===== src/rtl/fib_arbiter_if.sv =====
// Request/response bundle between two clients and the shared Fibonacci engine.
// The master side is the client pair, the slave side is the arbiter.
interface fib_arbiter_if #(
    parameter int N_W   = 4,
    parameter int RES_W = 16
);
    logic             req0_valid;
    logic [N_W-1:0]   req0_n;
    logic             req0_ready;
    logic             req1_valid;
    logic [N_W-1:0]   req1_n;
    logic             req1_ready;
    logic             resp_valid;
    logic             resp_id;
    logic [RES_W-1:0] resp_result;
    logic             resp_ovf;
    logic             busy;

    modport master (
        output req0_valid, req0_n, req1_valid, req1_n,
        input  req0_ready, req1_ready, resp_valid, resp_id, resp_result, resp_ovf, busy
    );

    modport slave (
        input  req0_valid, req0_n, req1_valid, req1_n,
        output req0_ready, req1_ready, resp_valid, resp_id, resp_result, resp_ovf, busy
    );
endinterface


===== src/rtl/fib_arbiter.sv =====
// Round-robin arbiter in front of one iterative Fibonacci engine shared by two requesters.
// fib(0)=fib(1)=fib(2)=1; results are mod 2^RES_W with a sticky carry-out flag.
module fib_arbiter #(
    parameter int N_W   = 4,
    parameter int RES_W = 16
) (
    input logic         clk,
    input logic         rst,
    fib_arbiter_if.slave bus
);
    typedef enum logic [1:0] {IDLE, RUN, DONE} state_t;

    state_t           state, state_nx;
    logic             last_grant;
    logic             grant_vld, grant_id, accept, run_end;
    logic [N_W-1:0]   n_r;
    logic             id_r;
    logic [N_W:0]     i;
    logic [RES_W-1:0] a, b;
    logic             ovf;
    logic [RES_W-1:0] res_q;
    logic             id_q, ovf_q;
    logic [RES_W:0]   sum;

    function automatic logic [RES_W:0] fib_add(input logic [RES_W-1:0] x, input logic [RES_W-1:0] y);
        return {1'b0, x} + {1'b0, y};
    endfunction

    always_comb begin
        grant_vld = bus.req0_valid | bus.req1_valid;
        if (bus.req0_valid & bus.req1_valid)
            grant_id = ~last_grant;
        else
            grant_id = bus.req1_valid;
    end

    assign accept  = (state == IDLE) & grant_vld;
    // i is one bit wider than n so that i > n always terminates, even for n = 2^N_W-1.
    assign run_end = (i > {1'b0, n_r});
    assign sum     = fib_add(a, b);

    always_ff @(posedge clk) begin
        if (rst) begin
            state      <= IDLE;
            last_grant <= 1'b1;
            res_q      <= '0;
            id_q       <= 1'b0;
            ovf_q      <= 1'b0;
        end else begin
            state <= state_nx;
            if (accept) begin
                n_r        <= grant_id ? bus.req1_n : bus.req0_n;
                id_r       <= grant_id;
                last_grant <= grant_id;
                a          <= RES_W'(1);
                b          <= RES_W'(1);
                i          <= (N_W+1)'(3);
                ovf        <= 1'b0;
            end
            if (state == RUN) begin
                if (run_end) begin
                    res_q <= b;
                    id_q  <= id_r;
                    ovf_q <= ovf;
                end else begin
                    a   <= b;
                    b   <= sum[RES_W-1:0];
                    i   <= i + 1'b1;
                    ovf <= ovf | sum[RES_W];
                end
            end
        end
    end

    always_comb begin
        state_nx = state;
        case (state)
            IDLE:    if (accept) state_nx = RUN;
            RUN:     if (run_end) state_nx = DONE;
            DONE:    state_nx = IDLE;
            default: state_nx = IDLE;
        endcase
    end

    always_comb begin
        bus.req0_ready = accept & ~grant_id;
        bus.req1_ready = accept & grant_id;
        bus.resp_valid = (state == DONE);
        bus.busy       = (state != IDLE);
    end

    assign bus.resp_result = res_q;
    assign bus.resp_id     = id_q;
    assign bus.resp_ovf    = ovf_q;
endmodule


===== src/flat_wrapper.sv =====
// flat-port wrapper written by rule: the top's interface ports become plain ports
module fib_arbiter_flat 
#(
    parameter int N_W   = 4,
    parameter int RES_W = 16
)
  (clk, rst, bus_req0_valid, bus_req0_n, bus_req1_valid, bus_req1_n, bus_req0_ready, bus_req1_ready, bus_resp_valid, bus_resp_id, bus_resp_result, bus_resp_ovf, bus_busy);
  fib_arbiter_if #(.N_W(N_W), .RES_W(RES_W)) bus_i ();
  input logic clk;
  input logic rst;
  input wire logic [$bits(bus_i.req0_valid)-1:0] bus_req0_valid;
  input wire logic [$bits(bus_i.req0_n)-1:0] bus_req0_n;
  input wire logic [$bits(bus_i.req1_valid)-1:0] bus_req1_valid;
  input wire logic [$bits(bus_i.req1_n)-1:0] bus_req1_n;
  output wire logic [$bits(bus_i.req0_ready)-1:0] bus_req0_ready;
  output wire logic [$bits(bus_i.req1_ready)-1:0] bus_req1_ready;
  output wire logic [$bits(bus_i.resp_valid)-1:0] bus_resp_valid;
  output wire logic [$bits(bus_i.resp_id)-1:0] bus_resp_id;
  output wire logic [$bits(bus_i.resp_result)-1:0] bus_resp_result;
  output wire logic [$bits(bus_i.resp_ovf)-1:0] bus_resp_ovf;
  output wire logic [$bits(bus_i.busy)-1:0] bus_busy;
  assign bus_i.req0_valid = bus_req0_valid;
  assign bus_i.req0_n = bus_req0_n;
  assign bus_i.req1_valid = bus_req1_valid;
  assign bus_i.req1_n = bus_req1_n;
  assign bus_req0_ready = bus_i.req0_ready;
  assign bus_req1_ready = bus_i.req1_ready;
  assign bus_resp_valid = bus_i.resp_valid;
  assign bus_resp_id = bus_i.resp_id;
  assign bus_resp_result = bus_i.resp_result;
  assign bus_resp_ovf = bus_i.resp_ovf;
  assign bus_busy = bus_i.busy;
  fib_arbiter #(.N_W(N_W), .RES_W(RES_W)) u_core (.clk(clk), .rst(rst), .bus(bus_i));
endmodule

===== config.mk =====
export PLATFORM = sky130hd
export DESIGN_NAME = fib_arbiter_flat
export DESIGN_NICKNAME = d
export VERILOG_FILES = /design/src/rtl/fib_arbiter_if.sv /design/src/rtl/fib_arbiter.sv /design/src/flat_wrapper.sv
export SDC_FILE = /design/constraint.sdc
export NUM_CORES = 1
export LEC_CHECK = 0
export CAP_MARGIN = 20
export CORE_MARGIN = 2
export CORE_UTILIZATION = 55
export DETAILED_ROUTE_END_ITERATION = 8
export PLACE_DENSITY = 0.77
export SYNTH_ARGS = -nofsm -noshare
export SYNTH_HDL_FRONTEND = slang
export SYNTH_SLANG_ARGS = --single-unit

===== constraint.sdc =====
create_clock -name clk -period 4.3 [get_ports clk]
set_input_delay 0.86 -clock clk [delete_from_list [all_inputs] [get_ports clk]]
set_output_delay 0.86 -clock clk [all_outputs]
set_load 0.01 [all_outputs]

After elaboration in Yosys (flattened, before gate mapping)
Cells that the tools add are included.

Bits in registers: 64. Output and inout bits: 22. Word-level logic and storage cells: 49.

$add $sub $neg: 2. Magnitude comparators: 1. Equality and inequality tests: 4. Mux-type cells: 17. Bitwise gates (word level): 9. Reductions and logical operators: 5.

Operator list (number): 16-bit two-way mux (6); 16-bit by 16-bit adder with 17-bit output (1); 5-bit two-way mux (3); 2-bit AND reduction (3); 5-bit by 1-bit adder with 5-bit output (second input constant) (1); 5-bit by 4-bit greater-than comparator with 1-bit output (1); 1-bit bitwise AND (4); 1-bit two-way mux (4); 2-bit two-way mux (2); 4-bit two-way mux (1); 2-bit by 1-bit != test with 1-bit output (second input constant) (2); 2-bit one-hot mux with 2 select lines (1); 1-bit NOT (3); 2-bit by 1-bit == test with 1-bit output (second input constant) (1); 2-bit == test (second input constant) (1); 2-bit logical NOT (1); 1-bit bitwise OR (2); 2-bit nonzero test (1).

Depth between registers and ports, before layout
Gate-level depths: netlist (run 1).

Word-level depth: 5. Mapped depth: 11.

Least setup slack after synthesis (run 1)
OpenSTA, ideal clock, no wires.

Path kind: input to output. Start point: input port bus_req1_valid. End point: output port bus_req0_ready. Arrival: 1.670 ns. Path slack: 1.770 ns. Cell stages on the path: 3. Path buffers: 1. Cells stage by stage: o21ai_1 > clkbuf_1 > nor2_1.

Longest elaborated chain between the ends: 4. Elaborated cells on any way between the ends: 6.

Ends and longest elaborated chain: from (decl) (line flat_wrapper.sv:13) `input wire logic [$bits(bus_i.req1_valid)-1:0] bus_req1_valid;`; 1-bit bitwise AND (line fib_arbiter.sv:31) `if (bus.req0_valid & bus.req1_valid)`; 1-bit two-way mux (line fib_arbiter.sv:31); 1-bit NOT (line fib_arbiter.sv:86) `bus.req0_ready = accept & ~grant_id;`; 1-bit bitwise AND (*) (line fib_arbiter.sv:86); to (decl) (line flat_wrapper.sv:15) `output wire logic [$bits(bus_i.req0_ready)-1:0] bus_req0_ready;`.

Mark *: on every way between the ends. The rest lies on a longest branch, timed or not.

Worst setup path after layout (run 1)
Start point: input port bus_req1_valid. End point: output port bus_req1_ready.

Longest elaborated chain between the ends: 3. Elaborated cells on any way between the ends: 5.

Ends and longest elaborated chain: 1-bit bitwise AND (line fib_arbiter.sv:31); 1-bit two-way mux (*) (line fib_arbiter.sv:31); via u_core.grant_id (line fib_arbiter.sv:15) `logic grant_vld, grant_id, accept, run_end;`; 1-bit bitwise AND (*) (line fib_arbiter.sv:87) `bus.req1_ready = accept & grant_id;`; to (decl) (line flat_wrapper.sv:16) `output wire logic [$bits(bus_i.req1_ready)-1:0] bus_req1_ready;`.

The timed path passes the listed nets; every way through them passes the cells marked *.

==> impl_metrics.xml, run 1 <==
<?xml version="1.0" encoding="UTF-8"?>
<metrics>
  <group name="die">
    <metric name="die_width" unit="um">83.3</metric>
    <metric name="rows" unit="">28</metric>
    <metric name="num_io_pins" unit="">34</metric>
    <metric name="fp.dieArea" unit="um2">6940</metric>
    <metric name="die_h" unit="um">83.3</metric>
    <metric name="floorplan.initialDensity" unit="%">57.7</metric>
    <metric name="core_region_area" unit="um2">5990</metric>
  </group>
  <group name="placement">
    <metric name="place_inst" unit="">437</metric>
    <metric name="routabilityCongestion" unit="">0.823</metric>
    <metric name="final_hpwl_from_detailed_placement" unit="um">4400</metric>
    <metric name="buffer_ports.inserted" unit="">33</metric>
  </group>
  <group name="power">
    <metric name="power.ir.vdd_worst" unit="mV">0.285</metric>
    <metric name="power_density" unit="nW/um2">448</metric>
    <metric name="leakage" unit="nW">1.70</metric>
    <metric name="report.power.total" unit="mW">1.80</metric>
  </group>
  <group name="global_routing">
    <metric name="grt_first_pass_wirelength" unit="um">11500</metric>
    <metric name="grt_antenna_before_repair" unit="">0</metric>
    <metric name="gr-total-overflow" unit="">0</metric>
    <metric name="grt_start_max_net_pins" unit="">39</metric>
    <metric name="first_global_vias" unit="">2502</metric>
    <metric name="track_usage" unit="%">20.6</metric>
  </group>
  <group name="clock_tree">
    <metric name="setup_fix_bufs_post_cts" unit="">0</metric>
    <metric name="clk_transition_reported_paths" unit="ps">60</metric>
    <metric name="h-tree-depth" unit="">3</metric>
    <metric name="worstSkewPairLatency" unit="ps">350</metric>
    <metric name="tritoncts_clock_tree" unit="">done</metric>
    <metric name="cts_hold_buf" unit="">0</metric>
    <metric name="ctsResizeCount" unit="">0</metric>
    <metric name="cts.root.buffer_cell" unit="">sky130_fd_sc_hd__clkbuf_8</metric>
    <metric name="clockBufferDepth" unit="">2</metric>
    <metric name="tritoncts.num_buffers" unit="">9</metric>
    <metric name="clock_sinks" unit="">64</metric>
  </group>
  <group name="sta">
    <metric name="hold_violations" unit="">0</metric>
    <metric name="maxClockFrequency" unit="GHz">0.285</metric>
    <metric name="hold-worst-slack" unit="ps">472</metric>
    <metric name="maxSlewHeadroom" unit="%">37.8</metric>
    <metric name="final.period_utilization" unit="%">81.6</metric>
    <metric name="setup_viol" unit="">0</metric>
    <metric name="grt_setup_unrepaired" unit="">no</metric>
    <metric name="skew" unit="ps">10.3</metric>
    <metric name="final_period_minus_worst_setup_slack" unit="ps">3510</metric>
    <metric name="transition_time_at_the_pin_with_the_least_slew_margin" unit="ps">931</metric>
    <metric name="accumulated_negative_setup_slack" unit="ps">0</metric>
    <metric name="timing_max_transition_violations_final" unit="">0</metric>
  </group>
  <group name="route">
    <metric name="detailedRoute.firstPassIterationCount" unit="">4</metric>
    <metric name="antenna_left" unit="">0</metric>
    <metric name="vias" unit="">2579</metric>
    <metric name="drc_violation_count_after_routing" unit="">0</metric>
    <metric name="detail_route.wirelength" unit="um">6720</metric>
    <metric name="dr_vias_cell" unit="">5.69</metric>
    <metric name="post_drt_wl_per_cell" unit="um">14.8</metric>
    <metric name="initialDrtViolationCount" unit="">148</metric>
  </group>
  <group name="hold_path">
    <metric name="hold_path_class" unit="">flop to flop</metric>
    <metric name="min_delay_path_depth" unit="">2</metric>
    <metric name="worstHoldStart" unit="">u_core.last_grant$_SDFFE_PP1P_</metric>
    <metric name="whs_endpoint" unit="">u_core.last_grant$_SDFFE_PP1P_</metric>
  </group>
  <group name="layout">
    <metric name="layout_common_cells" unit="">sky130_fd_sc_hd__nand2_1 (43), sky130_fd_sc_hd__edfxtp_1 (43), sky130_fd_sc_hd__nor2_1 (36), sky130_fd_sc_hd__clkdlybuf4s50_1 (33), sky130_fd_sc_hd__nand3_1 (30)</metric>
    <metric name="finish.net_count" unit="">407</metric>
    <metric name="final_std_cells_w_o_fill" unit="">453</metric>
    <metric name="drive_above_1_share" unit="%">7.14</metric>
    <metric name="area_delta_synth_final" unit="%">16.0</metric>
    <metric name="antenna-diode-count" unit="">0</metric>
    <metric name="fillCellCount" unit="">477</metric>
  </group>
  <group name="worst_setup_path">
    <metric name="cp.depth" unit="">4</metric>
    <metric name="worstPathMaxFanout" unit="">7</metric>
    <metric name="rr_startpoint" unit="">u_core.i[1]$_DFFE_PN_</metric>
    <metric name="crit_path_start_kind" unit="">primary input</metric>
    <metric name="buffers_plus_inverters_on_the_worst_setup_path" unit="">2</metric>
    <metric name="cp_slowest_stage_delay" unit="ps">530</metric>
    <metric name="critPathSlowestCell" unit="">sky130_fd_sc_hd__clkdlybuf4s50_1</metric>
    <metric name="end_kind" unit="">output port</metric>
    <metric name="path_delay_family" unit="">buffers and inverters</metric>
    <metric name="worst_reg_to_reg_setup_slack" unit="ps">1480</metric>
    <metric name="cp_data_required_time" unit="ps">3440</metric>
    <metric name="cp.arrival" unit="ps">2650</metric>
    <metric name="worstRegToRegCells" unit="">8</metric>
    <metric name="path_cells" unit="">clkdlybuf4s50_1, a21boi_1, and2_1, clkdlybuf4s50_1</metric>
    <metric name="path_class" unit="">primary input to output port</metric>
    <metric name="critical_path.reg2reg.endpoint" unit="">u_core.i[3]$_DFFE_PN_</metric>
    <metric name="startpoint" unit="">bus_req1_valid</metric>
    <metric name="cell_repeated_most_along_the_worst_path" unit="">sky130_fd_sc_hd__clkdlybuf4s50_1</metric>
  </group>
  <group name="flow_run">
    <metric name="maxCapViolations" unit="">0</metric>
  </group>
  <group name="yosys">
    <metric name="synth_warnings" unit="">0</metric>
    <metric name="syn_avg_cell_area" unit="um2">10.2</metric>
    <metric name="synth.lib_cells_used.distinct" unit="">45</metric>
    <metric name="synthDominantCellAreaShare" unit="%">37.4</metric>
    <metric name="post_synth_main_area_contributors" unit="">sky130_fd_sc_hd__edfxtp_1 (37%), sky130_fd_sc_hd__dfxtp_1 (12%), sky130_fd_sc_hd__ha_1 (7.6%), sky130_fd_sc_hd__mux2i_1 (5.8%), sky130_fd_sc_hd__nand2_1 (4.7%)</metric>
    <metric name="top_flip_flop_cell_by_instance_count_after_synthesis" unit="">sky130_fd_sc_hd__edfxtp_1</metric>
    <metric name="post_synth_instance_area" unit="um2">3460</metric>
    <metric name="postSynth.asyncResetShare" unit="%">0</metric>
    <metric name="synth_seq_cells" unit="">64</metric>
    <metric name="synth.net_count" unit="">373</metric>
    <metric name="yosys.area.top_type" unit="">sky130_fd_sc_hd__edfxtp_1</metric>
    <metric name="synth_sequential_area_ratio" unit="%">49.5</metric>
    <metric name="synth-edff-count" unit="">43</metric>
    <metric name="synthesis.instances" unit="">339</metric>
  </group>
  <group name="status">
    <metric name="status" unit="">finished clean</metric>
  </group>
</metrics>
registers in the layout, indices dropped and copies added, names as in the netlist, 2 cells and up:
register and count:
u_core.a 16, u_core.b 16, u_core.bus.resp_result 16, u_core.i 5, u_core.n_r 4, u_core.state 2
Yosys cell counts (all sizes together) (6+ instances only):
library cell	instances
dfxtp	21
o21ai	23
nand2	43
mux2i	20
edfxtp	43
xor2	9
inv	9
ha	21
buf	6
clkbuf	9
nor2	36
nand3	30
a21oi	20
cell families (layout without fill, tap and decap cells):
group           Yosys count  in the layout  share of synthesized area [%]
compound gates           66             66                           11.9
xor+xnor                 13             13                           3.29
fa+ha+maj                22             22                           8.18
buf+inv                  24             63                           3.62
flops                    64             64                           49.5
mux                      24             24                           7.09
simple gates            126            126                           16.4
metrics by stage:
stage | util, % | area, um2 | setup WS [ps]
floorplan | - | 3460 | 1770
global placement | 64.0 | 3830 | 875
detailed placement | 64.0 | 3830 | 790
CTS | 66.9 | 4010 | 787
global route | 66.9 | 4010 | 708
finish | 66.9 | 4010 | 792
routing by layer:
metal,GRT usage [%],part of all wire [%]
met4,10.1,2.0
met1,25.8,47
met3,3.88,3.1
met2,34.0,48
met5,0,0
final cells by class:
cell class / instances / area (um2) / area share [%]
Inverter: 9 / 33.8 / 0.842
Timing Repair Buffer: 38 / 368 / 9.17
Clock inverter: 5 / 47.5 / 1.19
Clock buffer: 11 / 131 / 3.28
Tap cell: 75 / 93.8 / 2.34
Sequential cell: 64 / 1710 / 42.7
Multi-Input combinational cell: 251 / 1620 / 40.5
tightest hold or removal path, cell delays in order, from the launching register on:
cell                      delay [ps]
sky130_fd_sc_hd__dfxtp_1         330
sky130_fd_sc_hd__a21oi_1          60
sky130_fd_sc_hd__nand2_1          50
power by group:
part           switching [mW]  total, mW  internal (mW)
registers              0.0555      0.804          0.749
clock network           0.231      0.493          0.262
logic                   0.276      0.501          0.225
how the worst max path moves through the flow:
stage | slack [ps] | end
after global routing | 710 | bus_req1_ready
after detailed placement | 790 | bus_req1_ready
final | 790 | bus_req1_ready
after floorplan | 1770 | bus_req0_ready
after global placement | 870 | bus_req1_ready
after CTS | 790 | bus_req1_ready
No activity file was read; power rests on OpenSTA's default activity.
==> run 2: changes to the inputs <==
--- a/config.mk
+++ b/config.mk
@@ -7,7 +7,7 @@
 export LEC_CHECK = 0
 export CAP_MARGIN = 20
 export CORE_MARGIN = 2
-export CORE_UTILIZATION = 55
+export CORE_UTILIZATION = 52
 export DETAILED_ROUTE_END_ITERATION = 8
 export PLACE_DENSITY = 0.77
 export SYNTH_ARGS = -nofsm -noshare
==> constraint.sdc (replaced) <==
create_clock -name clk -period 3 [get_ports clk]
set_input_delay 0.6 -clock clk [delete_from_list [all_inputs] [get_ports clk]]
set_output_delay 0.6 -clock clk [all_outputs]
set_load 0.01 [all_outputs]
==> run 2 against run 1 <==
  * First-iteration DRC count is 20% lower
  * Global-route usage fell by 0.35 points
  * Sequential share of layout area decreased by 1.3 points
  * Critical endpoint is now u_core.b[14]$_DFFE_PN_
  * Largest cell class unchanged
==> impl_metrics.xml, run 2 (synthesized netlist as in run 1, its figures left out) <==
<?xml version="1.0" encoding="UTF-8"?>
<metrics>
  <group name="sta">
    <metric name="final.period_utilization" unit="%">88.5</metric>
    <metric name="hold_violations" unit="">0</metric>
    <metric name="maxSlewHeadroom" unit="%">69.6</metric>
    <metric name="setup_viol" unit="">0</metric>
    <metric name="skew" unit="ps">8.86</metric>
    <metric name="transition_time_at_the_pin_with_the_least_slew_margin" unit="ps">455</metric>
    <metric name="hold-worst-slack" unit="ps">474</metric>
    <metric name="timing_max_transition_violations_final" unit="">0</metric>
    <metric name="maxClockFrequency" unit="GHz">0.376</metric>
    <metric name="grt_setup_unrepaired" unit="">no</metric>
    <metric name="final_period_minus_worst_setup_slack" unit="ps">2660</metric>
    <metric name="accumulated_negative_setup_slack" unit="ps">0</metric>
  </group>
  <group name="clock_tree">
    <metric name="tritoncts_clock_tree" unit="">done</metric>
    <metric name="clk_transition_reported_paths" unit="ps">70</metric>
    <metric name="worstSkewPairLatency" unit="ps">340</metric>
    <metric name="tritoncts.num_buffers" unit="">9</metric>
    <metric name="clock_sinks" unit="">64</metric>
    <metric name="cts_hold_buf" unit="">0</metric>
    <metric name="ctsResizeCount" unit="">0</metric>
    <metric name="cts.root.buffer_cell" unit="">sky130_fd_sc_hd__clkbuf_8</metric>
    <metric name="h-tree-depth" unit="">3</metric>
    <metric name="setup_fix_bufs_post_cts" unit="">0</metric>
    <metric name="clockBufferDepth" unit="">2</metric>
  </group>
  <group name="die">
    <metric name="die_h" unit="um">85.5</metric>
    <metric name="rows" unit="">29</metric>
    <metric name="num_io_pins" unit="">34</metric>
    <metric name="floorplan.initialDensity" unit="%">54.1</metric>
    <metric name="core_region_area" unit="um2">6390</metric>
    <metric name="fp.dieArea" unit="um2">7320</metric>
    <metric name="die_width" unit="um">85.5</metric>
  </group>
  <group name="global_routing">
    <metric name="gr-total-overflow" unit="">0</metric>
    <metric name="first_global_vias" unit="">2488</metric>
    <metric name="grt_first_pass_wirelength" unit="um">11500</metric>
    <metric name="grt_start_max_net_pins" unit="">37</metric>
    <metric name="track_usage" unit="%">20.2</metric>
    <metric name="grt_antenna_before_repair" unit="">0</metric>
  </group>
  <group name="power">
    <metric name="report.power.total" unit="mW">2.79</metric>
    <metric name="power.ir.vdd_worst" unit="mV">0.642</metric>
    <metric name="power_density" unit="nW/um2">674</metric>
    <metric name="leakage" unit="nW">1.77</metric>
  </group>
  <group name="worst_setup_path">
    <metric name="path_class" unit="">flop to flop</metric>
    <metric name="cp_data_required_time" unit="ps">3080</metric>
    <metric name="cp.arrival" unit="ps">2740</metric>
    <metric name="path_cells" unit="">ha_1, fa_1, a211oi_1, o21bai_1, a31oi_1, a21oi_1, o21ba_2, xnor2_1, o21ai_0</metric>
    <metric name="critPathSlowestCell" unit="">sky130_fd_sc_hd__edfxtp_1</metric>
    <metric name="end_kind" unit="">flop</metric>
    <metric name="cp_slowest_stage_delay" unit="ps">440</metric>
    <metric name="crit_path_start_kind" unit="">flop</metric>
    <metric name="path_delay_family" unit="">compound AO/OA/AOI/OAI gates</metric>
    <metric name="buffers_plus_inverters_on_the_worst_setup_path" unit="">0</metric>
    <metric name="worstPathMaxFanout" unit="">4</metric>
  </group>
  <group name="placement">
    <metric name="buffer_ports.inserted" unit="">33</metric>
    <metric name="final_hpwl_from_detailed_placement" unit="um">4790</metric>
    <metric name="place_inst" unit="">444</metric>
    <metric name="post_dp_cell_area" unit="um2">3900</metric>
    <metric name="routabilityCongestion" unit="">0.822</metric>
  </group>
  <group name="layout">
    <metric name="antenna-diode-count" unit="">0</metric>
    <metric name="layout_common_cells" unit="">sky130_fd_sc_hd__nand2_1 (43), sky130_fd_sc_hd__edfxtp_1 (43), sky130_fd_sc_hd__nor2_1 (36), sky130_fd_sc_hd__clkdlybuf4s50_1 (33), sky130_fd_sc_hd__nand3_1 (30)</metric>
    <metric name="post-route-cell-area" unit="um2">4140</metric>
    <metric name="drive_above_1_share" unit="%">9.14</metric>
    <metric name="finish.net_count" unit="">412</metric>
    <metric name="area_delta_synth_final" unit="%">19.8</metric>
    <metric name="final_std_cells_w_o_fill" unit="">460</metric>
  </group>
  <group name="route">
    <metric name="detail_route.wirelength" unit="um">6900</metric>
    <metric name="drc_violation_count_after_routing" unit="">0</metric>
    <metric name="post_drt_wl_per_cell" unit="um">15.0</metric>
    <metric name="dr_vias_cell" unit="">5.60</metric>
    <metric name="detailedRoute.firstPassIterationCount" unit="">4</metric>
    <metric name="initialDrtViolationCount" unit="">119</metric>
    <metric name="vias" unit="">2578</metric>
    <metric name="antenna_left" unit="">0</metric>
  </group>
  <group name="hold_path">
    <metric name="hold_path_class" unit="">flop to flop</metric>
  </group>
  <group name="flow_run">
    <metric name="maxCapViolations" unit="">0</metric>
  </group>
  <group name="status">
    <metric name="status" unit="">finished clean</metric>
  </group>
</metrics>
[run 2: cell types whose count changed in the layout (fill, tap and decap cells not counted)]
cell                         before  now
sky130_fd_sc_hd__clkbuf_1         2    0
sky130_fd_sc_hd__buf_12           0    2
sky130_fd_sc_hd__clkinvlp_4       0    1
sky130_fd_sc_hd__clkinv_1         2    1
sky130_fd_sc_hd__clkinv_2         2    1
sky130_fd_sc_hd__buf_4            5    8
sky130_fd_sc_hd__bufinv_16        1    3
sky130_fd_sc_hd__clkbuf_8         9   10
[run 2: where the power goes]
| part | total [mW] | internal, mW | switching [mW] |
|---|---|---|---|
| logic | 0.736 | 0.336 | 0.400 |
| clock network | 0.902 | 0.570 | 0.331 |
| registers | 1.15 | 1.07 | 0.0807 |
| total | 2.79 | 1.98 | 0.812 |
[run 2: worst paths after layout]
check	start	to	slack, ps	depth (start not counted)
max	u_core.b[0]$_DFFE_PN_	u_core.b[14]$_DFFE_PN_	340	9
min reg2reg	u_core.last_grant$_SDFFE_PP1P_	u_core.last_grant$_SDFFE_PP1P_	470	2
max reg2reg	u_core.b[0]$_DFFE_PN_	u_core.b[14]$_DFFE_PN_	340	9
min	u_core.last_grant$_SDFFE_PP1P_	u_core.last_grant$_SDFFE_PP1P_	470	2
[run 2: worst register-to-register path: cells and delay by family, from the launching register on]
family | cells | cell delay [ps]
AOI/OAI and AO/OA | 6 | 1160
xor gates and xnor gates | 1 | 120
adders and majority gates | 2 | 670
DFF | 1 | 440
[run 2: area by class of cell]
class / count / area [um2]
fillers: 523 / 2250
flip-flops and latches: 64 / 1710
multi-input cells: 251 / 1620
repair buffers: 43 / 430
clock buffers: 10 / 138
clock inverters: 6 / 106
well taps: 77 / 96.3
inverters: 9 / 33.8
[run 2: metal layers]
metal  global-route usage [%]  routed length (um)  vias to the layer above
met1                     25.7                3100                     1215
met3                     6.16                 282                        9
met5                        0                   0                        -
met4                     6.64                 150                        0
li1                         -                   -                     1302
met2                     33.2                3370                       52
[run 2: per-stage QoR]
| stage | utilization [%] | worst slack [ps] |
|---|---|---|
| 2_1_floorplan | - | 623 |
| 3_5_place_dp | 61.0 | 356 |
| 6_report | 64.8 | 344 |
| 3_3_place_gp | 61.0 | 396 |
| 4_1_cts | 64.8 | 343 |
| 5_1_grt | 64.8 | 46.5 |
